File: src/rtl/reg_alu_seq.sv
// rtl/reg_alu_seq.sv - instruction sequencer driving the 16-bit register-file/ALU datapath
//
// Purpose: buffers 16-bit instruction words in a DEPTH-entry FIFO, decodes them
// one per cycle and drives registered control/data into the register-file/ALU
// datapath. Supports ALU ops, two-word LOADI, NOP and a sticky HALT.
//
// Ports:
//   clk          rising-edge clock
//   reset        asynchronous active-low reset
//   in_valid     upstream word present
//   in_data      instruction or immediate word
//   in_ready     word accepted this cycle (low when full, halted or in reset)
//   sel          1 = write back ALU result, 0 = write back d_in
//   wr           one-cycle register-file write strobe
//   op           ALU operation
//   rd_addr_a    read port A address
//   rd_addr_b    read port B address
//   wr_addr      write address
//   d_in         LOADI immediate
//   halted       HALT has been executed
//   issue_count  number of wr pulses issued (wrapping)
//
// Optional feature (macro CARRY_FLAG_EN): adds input cout and output carry_flag,
// which captures cout on every ALU write-back cycle.
module reg_alu_seq #(
  parameter int DEPTH = 4
) (
  input  logic        clk,
  input  logic        reset,
  input  logic        in_valid,
  input  logic [15:0] in_data,
  output logic        in_ready,
  output logic        sel,
  output logic        wr,
  output logic [1:0]  op,
  output logic [2:0]  rd_addr_a,
  output logic [2:0]  rd_addr_b,
  output logic [2:0]  wr_addr,
  output logic [15:0] d_in,
  output logic        halted,
`ifdef CARRY_FLAG_EN
  input  logic        cout,
  output logic        carry_flag,
`endif
  output logic [15:0] issue_count
);

  localparam int AW = (DEPTH > 1) ? $clog2(DEPTH) : 1;
  localparam int CW = $clog2(DEPTH) + 1;
  localparam logic [CW-1:0] FULL_CNT = CW'(DEPTH);
  localparam logic [CW-1:0] ONE_CNT  = CW'(1);

  localparam logic [1:0] T_ALU   = 2'b00;
  localparam logic [1:0] T_LOADI = 2'b01;
  localparam logic [1:0] T_NOP   = 2'b10;
  localparam logic [1:0] T_HALT  = 2'b11;

  typedef enum logic [1:0] {S_IDLE, S_ISSUE, S_IMM, S_HLT} state_t;

  state_t state, state_nxt;

  // Instruction FIFO
  logic [15:0]   mem [DEPTH];
  logic [AW-1:0] wr_ptr, rd_ptr;
  logic [CW-1:0] count;
  logic          fifo_full, fifo_empty, push, pop, last_word;
  logic [15:0]   head;
  logic [1:0]    head_type;

  assign fifo_full  = (count == FULL_CNT);
  assign fifo_empty = (count == '0);
  assign in_ready   = !fifo_full && !halted && reset;
  assign push       = in_valid && in_ready;
  assign head       = mem[rd_ptr];
  assign head_type  = head[15:14];
  // The word being popped is the last one unless a push refills the FIFO on the same edge.
  assign last_word  = (count == ONE_CNT) && !push;

  always_ff @(posedge clk or negedge reset) begin
    if (!reset) begin
      wr_ptr <= '0;
      rd_ptr <= '0;
      count  <= '0;
    end else begin
      if (push) wr_ptr <= wr_ptr + AW'(1);
      if (pop)  rd_ptr <= rd_ptr + AW'(1);
      case ({push, pop})
        2'b10:   count <= count + ONE_CNT;
        2'b01:   count <= count - ONE_CNT;
        default: count <= count;
      endcase
    end
  end

  always_ff @(posedge clk) begin
    if (push) mem[wr_ptr] <= in_data;
  end

  // FSM: state register
  always_ff @(posedge clk or negedge reset) begin
    if (!reset) state <= S_IDLE;
    else        state <= state_nxt;
  end

  // FSM: next state and pop
  always_comb begin
    state_nxt = state;
    pop       = 1'b0;
    case (state)
      S_IDLE: begin
        if (!fifo_empty) state_nxt = S_ISSUE;
      end
      S_ISSUE: begin
        if (fifo_empty) begin
          state_nxt = S_IDLE;
        end else begin
          pop = 1'b1;
          case (head_type)
            T_LOADI: state_nxt = S_IMM;
            T_HALT:  state_nxt = S_HLT;
            default: state_nxt = last_word ? S_IDLE : S_ISSUE;
          endcase
        end
      end
      S_IMM: begin
        // The immediate is the next word taken raw, whatever its type bits say.
        if (!fifo_empty) begin
          pop       = 1'b1;
          state_nxt = last_word ? S_IDLE : S_ISSUE;
        end
      end
      S_HLT: begin
        state_nxt = S_HLT;
      end
      default: state_nxt = S_IDLE;
    endcase
  end

  // FSM: next values of the registered outputs
  logic        sel_nxt, wr_nxt, halted_nxt;
  logic [1:0]  op_nxt;
  logic [2:0]  rd_a_nxt, rd_b_nxt, wr_addr_nxt, imm_addr, imm_addr_nxt;
  logic [15:0] d_in_nxt;

  always_comb begin
    sel_nxt      = sel;
    wr_nxt       = 1'b0;
    op_nxt       = op;
    rd_a_nxt     = rd_addr_a;
    rd_b_nxt     = rd_addr_b;
    wr_addr_nxt  = wr_addr;
    d_in_nxt     = d_in;
    imm_addr_nxt = imm_addr;
    halted_nxt   = halted;
    case (state)
      S_ISSUE: begin
        if (!fifo_empty) begin
          case (head_type)
            T_ALU: begin
              sel_nxt     = 1'b1;
              wr_nxt      = 1'b1;
              op_nxt      = head[13:12];
              rd_a_nxt    = head[11:9];
              rd_b_nxt    = head[8:6];
              wr_addr_nxt = head[5:3];
            end
            T_LOADI: imm_addr_nxt = head[5:3];
            T_NOP:   ;
            T_HALT:  halted_nxt = 1'b1;
            default: ;
          endcase
        end
      end
      S_IMM: begin
        if (!fifo_empty) begin
          sel_nxt     = 1'b0;
          wr_nxt      = 1'b1;
          d_in_nxt    = head;
          wr_addr_nxt = imm_addr;
        end
      end
      default: ;
    endcase
  end

  always_ff @(posedge clk or negedge reset) begin
    if (!reset) begin
      sel         <= 1'b0;
      wr          <= 1'b0;
      op          <= '0;
      rd_addr_a   <= '0;
      rd_addr_b   <= '0;
      wr_addr     <= '0;
      d_in        <= '0;
      imm_addr    <= '0;
      halted      <= 1'b0;
      issue_count <= '0;
    end else begin
      sel         <= sel_nxt;
      wr          <= wr_nxt;
      op          <= op_nxt;
      rd_addr_a   <= rd_a_nxt;
      rd_addr_b   <= rd_b_nxt;
      wr_addr     <= wr_addr_nxt;
      d_in        <= d_in_nxt;
      imm_addr    <= imm_addr_nxt;
      halted      <= halted_nxt;
      issue_count <= issue_count + {15'd0, wr};
    end
  end

`ifdef CARRY_FLAG_EN
  // Only ALU write-backs carry a meaningful cout.
  always_ff @(posedge clk or negedge reset) begin
    if (!reset)          carry_flag <= 1'b0;
    else if (wr && sel)  carry_flag <= cout;
  end
`endif

endmodule

File: config.mk
export PLATFORM = sky130hd
export DESIGN_NAME = reg_alu_seq
export DESIGN_NICKNAME = d
export VERILOG_FILES = /design/src/rtl/reg_alu_seq.sv
export SDC_FILE = /design/constraint.sdc
export NUM_CORES = 1
export LEC_CHECK = 0
export CAP_MARGIN = 20
export CORE_AREA = 2 2 84 118
export DETAILED_ROUTE_END_ITERATION = 6
export DIE_AREA = 0 0 86 120
export PLACE_DENSITY = 0.78
export SLEW_MARGIN = 15
export SYNTH_ARGS = -nofsm -noshare
export SYNTH_HDL_FRONTEND = slang
export SYNTH_SLANG_ARGS = --single-unit
File: constraint.sdc
create_clock -name clk -period 2.2 [get_ports clk]
set_input_delay 0.55 -clock clk [delete_from_list [all_inputs] [get_ports clk]]
set_output_delay 0.55 -clock clk [all_outputs]
set_load 0.01 [all_outputs]
After elaboration in Yosys (flattened, before gate mapping). Memories as Yosys holds them, arrays and structs flattened. Cells that the tools add are included.

Bits in registers: 58. Latch bits: 0. Bits in writable memories: 64. Bits in read-only memories: 0. Bits of input ports: 19. Output and inout port bits: 47. Memories: 1.

Memories: mem (words 4, width 16, read ports 1, clocked after Yosys merged registers in 0, wr ports 1, line 63) `logic [15:0] mem [DEPTH];`.

Add/sub/neg operators: 5. Multipliers: 0. Divide/modulo/power cells: 0. Magnitude comparators: 0. Equal/unequal tests: 13. Shifts and indexed selects: 0. Multiplexer cells: 22. Bitwise operators: 1. Reduce and logical (&&, ||, !) cells: 19.

Operators with widths (count): adder 16 x 1 -> 16 bit (1); one-hot mux 3 bit (2 select lines) (2); 2-to-1 mux 1 bit (10); 2-to-1 mux 3 bit (3); AND reduction 3 bit (3); == test 2 bit (second input constant) (4); one-hot mux 2 bit (4 select lines) (1); == test 2 x 1 -> 1 bit (second input constant) (3); 2-to-1 mux 2 bit (3); != test 2 bit (second input constant) (3); adder 2 x 1 -> 2 bit (second input constant) (2); logical AND 1 bit (4); zero test 2 bit (2); one-hot mux 1 bit (2 select lines) (2); one-hot mux 2 bit (2 select lines) (1); AND reduction 2 bit (2); AND reduction 4 bit (1); nonzero test 2 bit (2); adder 3 x 1 -> 3 bit (second input constant) (1); == test 3 x 1 -> 1 bit (second input constant) (1); == test 3 bit (second input constant) (1); zero test 1 bit (3); zero test 3 bit (1); subtractor 3 x 1 -> 3 bit (second input constant) (1); other kinds (3) (3).

Depth between registers and ports, before layout.
Word-level depth: 11. Gate-level depth with buffers: 11.

Least setup slack after synthesis. OpenSTA, ideal clock, no wires.

Path type: reg2reg. Start point: register count[0]. End point: register count[2]. Library setup time: 0.079 ns. Arrival time: 1.909 ns. Data required time: 2.121 ns. Path slack: 0.211 ns. Stages on the path, launching flop included: 11. Buffers on the path: 1. Path through: dfrtp_1 > inv_1 > ha_1 > nand2_1 > and3_1 > clkbuf_1 > and2_1 > inv_1 > ha_1 > nor2_1 > xor2_1.

Cells in the longest elaborated chain, start to end: 7.

RTL lines: start, declared (line 65) `logic [CW-1:0] count;`; start signal, assigned (line 88) `2'b10: count <= count + ONE_CNT;`; start signal, assigned (line 89) `2'b01: count <= count - ONE_CNT;`; start signal, assigned (line 90) `default: count <= count;`; == test 3 bit * (line 70) `assign fifo_full = (count == FULL_CNT);`; zero test 1 bit * (line 72) `assign in_ready = !fifo_full && !halted && reset;`; logical AND 1 bit * (2 in series) (line 72); net in_ready (line 32) `output logic in_ready,`; logical AND 1 bit * (line 73) `assign push = in_valid && in_ready;`; == test 2 x 1 -> 1 bit / == test 2 bit (equally long branches) (line 87) `case ({push, pop})`; one-hot mux 3 bit (2 select lines) / nonzero test 2 bit (equally long branches).

The timed path passes the listed nets; every way through them passes the cells marked *. A chain may end at the register's enable or synchronous reset.

Final worst setup path.
Start point: register count[1]. End point: output in_ready.

Cells in the longest elaborated chain, start to end: 4.

RTL lines (line): == test 3 bit (70); zero test 1 bit (72); logical AND 1 bit (2 in series) (72); end, declared (32).

Every way passes these cells.

==> run_results.csv <==
group,metric,value,unit
outcome,run_status,"completed",
sta,worstMarginPinSlew,0.743,ns
power_and_ir_drop,p_per_area,1340,mW/mm2
synth,ys_types,37,
synth,synth_fp_nets,331,
synth,postSynth.asyncResetShare,0.475,
sta,period_needed,2.13,ns
route,dr.pass1.iters,4,
synth,ys.flop_type,"edfxtp_1",
synth,yosysWarnings,0,
worst_setup_path,cp_max_fo,6,
synth,synth_edf_count,64,
final_layout,diodes,0,
clock_tree,cts_buffer_depth,2,
sta,fin_tns_setup,0,ns
floorplanning,core_area,0.00930,mm2
sta,drv_slew,0,
global_route,grt_overflow,0,
sta,rsz0062_at_grt,"no",
floorplanning,die_height,120,um
floorplanning,dieArea,0.0103,mm2
global_route,antenna_found_initial,0,
sta,fmax,469,MHz
route,wire_per_inst,18.1,um
route,routed_wl,9170,um
global_route,grt_pass1_wl,15200,um
route,ant_nets,0,
placed_design,io_buffers,65,
route,vias,2811,
placed_design,gp_congestion,0.791,
synth,syn_area,0.00500,mm2
worst_setup_path,r2r_start,"count[1]",
final_layout,fin_nets,418,
worst_setup_path,arrival,1.58,ns
synth,synth_area_per_cell,16.8,um2
run,cap_violations,0,
clock_tree,clkTransAtPathRegs,0.05,ns
clock_tree,numCtsBuffers,17,
power_and_ir_drop,peakVddDrop,0.744,mV
worst_setup_path,reg2regPathDepth,10,
final_layout,drive_gt1_frac,0.217,
route,drc,0,
route,via_per_inst,5.54,
clock_tree,cts_tree,"yes",
worst_setup_path,required,1.65,ns
global_route,grt_usage,0.199,
final_layout,nFillCells,590,
worst_setup_path,critPathKind,"flip-flop to output port",
synth,synth_seq_cells,122,
placed_design,hpwlAfterDp,6100,um
sta,hold_viol_final,0,
synth,postSynthCellCount,297,
worst_setup_path,worstReg2RegEnd,"count[2]",
clock_tree,insertion_delay,0.41,ns
synth,yosysSeqAreaShare,0.675,
sta,max_slew_margin,0.505,
worst_setup_path,crit_path_end_kind,"output port",
clock_tree,cts.hold.buffers_added,0,
floorplanning,num_rows,42,
clock_tree,clock-sinks,122,
hold_path,hp-class,"input pin to async pin",
global_route,grt_max_degree,59,
floorplanning,fp.dieW,86,um
floorplanning,ioPinCount,66,
floorplanning,floorplan.initialDensity,0.538,
global_route,grt_pass1_vias,3011,
worst_setup_path,worstSetupStartpointType,"flip-flop",
sta,setup_viol,0,
clock_tree,cts-root-buf,"clkbuf_16",
worst_setup_path,rrSetupSlack,0.20,ns
sta,finClkSkew,0.00879,ns
placed_design,place_area,0.00585,mm2
route,drt_iter0_drc,166,
sta,period_share,0.969,
final_layout,area_growth,29.5,%
clock_tree,h-tree-depth,4,
final_layout,final_cell_count_no_fill,507,
placed_design,numPlacedInstances,473,
final_layout,finalInstanceArea,0.00647,mm2
power_and_ir_drop,power_leakage,2.51,nW
how the worst max path moves through the flow:
stage | from | to | cells past startpoint
floorplan | count[0] | count[2] | 10
global placement | in_valid | state[0] | 5
detailed placement | in_valid | state[0] | 5
CTS | count[0] | in_ready | 5
global route | count[0] | in_ready | 5
finish | count[1] | in_ready | 5
flip-flops by register name, summed over array words and instances (netlist names):
signal and flops:
halted 1, wr 1, rd_ptr 2, d_in 16, wr_addr 3, count 3
rd_addr_b 3, rd_addr_a 3, op 2, sel 1, state 2, imm_addr 3
mem 64, issue_count 16, wr_ptr 2
critical path, cell delays in order (launching register included):
cell,delay [ns]
dfrtp_1,0.39
inv_2,0.08
ha_2,0.18
nand2_1,0.05
and3_2,0.25
clkdlybuf4s15_1,0.23
synthesized netlist by cell type (6+ instances only):
master    number  share of area
nand3_1        8         0.0080
a21oi_1        6         0.0060
xnor2_1       15          0.026
mux4_2        16          0.072
and3_1         8          0.010
edfxtp_1      64           0.38
nand2_1       16          0.012
mux2_2        18          0.041
dfrtp_1       58           0.29
mux2_1         6          0.014
ha_1          15          0.038
inv_1         13         0.0098
o21ai_0        6         0.0060
report_power, final:
group	internal (mW)	leakage [nW]	total [mW]	switching, mW
combinational	1.46	0.918	2.66	1.20
sequential	2.86	1.30	3.18	0.325
clock	1.88	0.288	2.83	0.950
total	6.20	2.51	8.68	2.48
routing by layer:
metal | vias to the layer above | track usage | wire length [um]
li1 | 1278 | - | -
met1 | 1425 | 0.239 | 3600
met2 | 95 | 0.332 | 4990
met3 | 13 | 0.0578 | 422
met4 | 0 | 0.0843 | 167
met5 | - | 0 | 0
metrics by stage:
step	power, mW	utilization	setup WS, ns	hold slack, ns
floorplan	4.81	-	0.211	0.254
global route	9.16	0.696	0.00788	0.398
CTS	8.76	0.696	0.0189	0.351
finish	8.68	0.696	0.0671	0.325
detailed placement	5.85	0.628	0.0587	0.478
global placement	5.76	0.628	0.0779	0.462
area by class of cell:
class	instances	area [um2]	area share
clock buffers	19	433	0.0669
clock inverters	13	178	0.0274
inverters	13	48.8	0.00754
multi-input cells	154	1530	0.236
flip-flops and latches	122	3370	0.521
well taps	110	138	0.0213
repair buffers	76	778	0.120
cells by family (layout without fill, tap and decap cells):
kind of cell	after synthesis	in the layout	synth area share
xor gates and xnor gates	20	20	0.0350
AOI/OAI and AO/OA	20	20	0.0250
buffers and inverters	21	121	0.0210
and+or+nand+nor	55	55	0.0728
muxes	44	44	0.134
DFF	122	122	0.675
adders and majority gates	15	15	0.0375
cell usage in the layout (no fill, tap or decap), types with 3 or more instances in the layout:
| cell | count |
|---|---|
| mux2i_1 | 4 |
| buf_4 | 7 |
| edfxtp_1 | 64 |
| xor2_1 | 5 |
| mux2_2 | 18 |
| and3_1 | 7 |
| ha_1 | 14 |
| mux2_1 | 6 |
| clkdlybuf4s50_1 | 63 |
| mux4_2 | 16 |
| and2_1 | 3 |
| clkbuf_16 | 17 |
| o21ai_0 | 6 |
| nor2_1 | 5 |
| nand2_1 | 16 |
| inv_1 | 11 |
| a21oi_1 | 6 |
| o21ai_1 | 3 |
| dfrtp_1 | 58 |
| nand3_1 | 8 |
| xnor2_1 | 15 |
| bufinv_16 | 4 |
| buf_12 | 4 |
| clkinvlp_4 | 3 |
repair_timing:
item,in CTS,in global routing
gates resized for setup,3,3
buffers inserted,2,0
setup endpoints to repair,1,1
pin swaps,0,0
(Power assumes the default switching activity.)
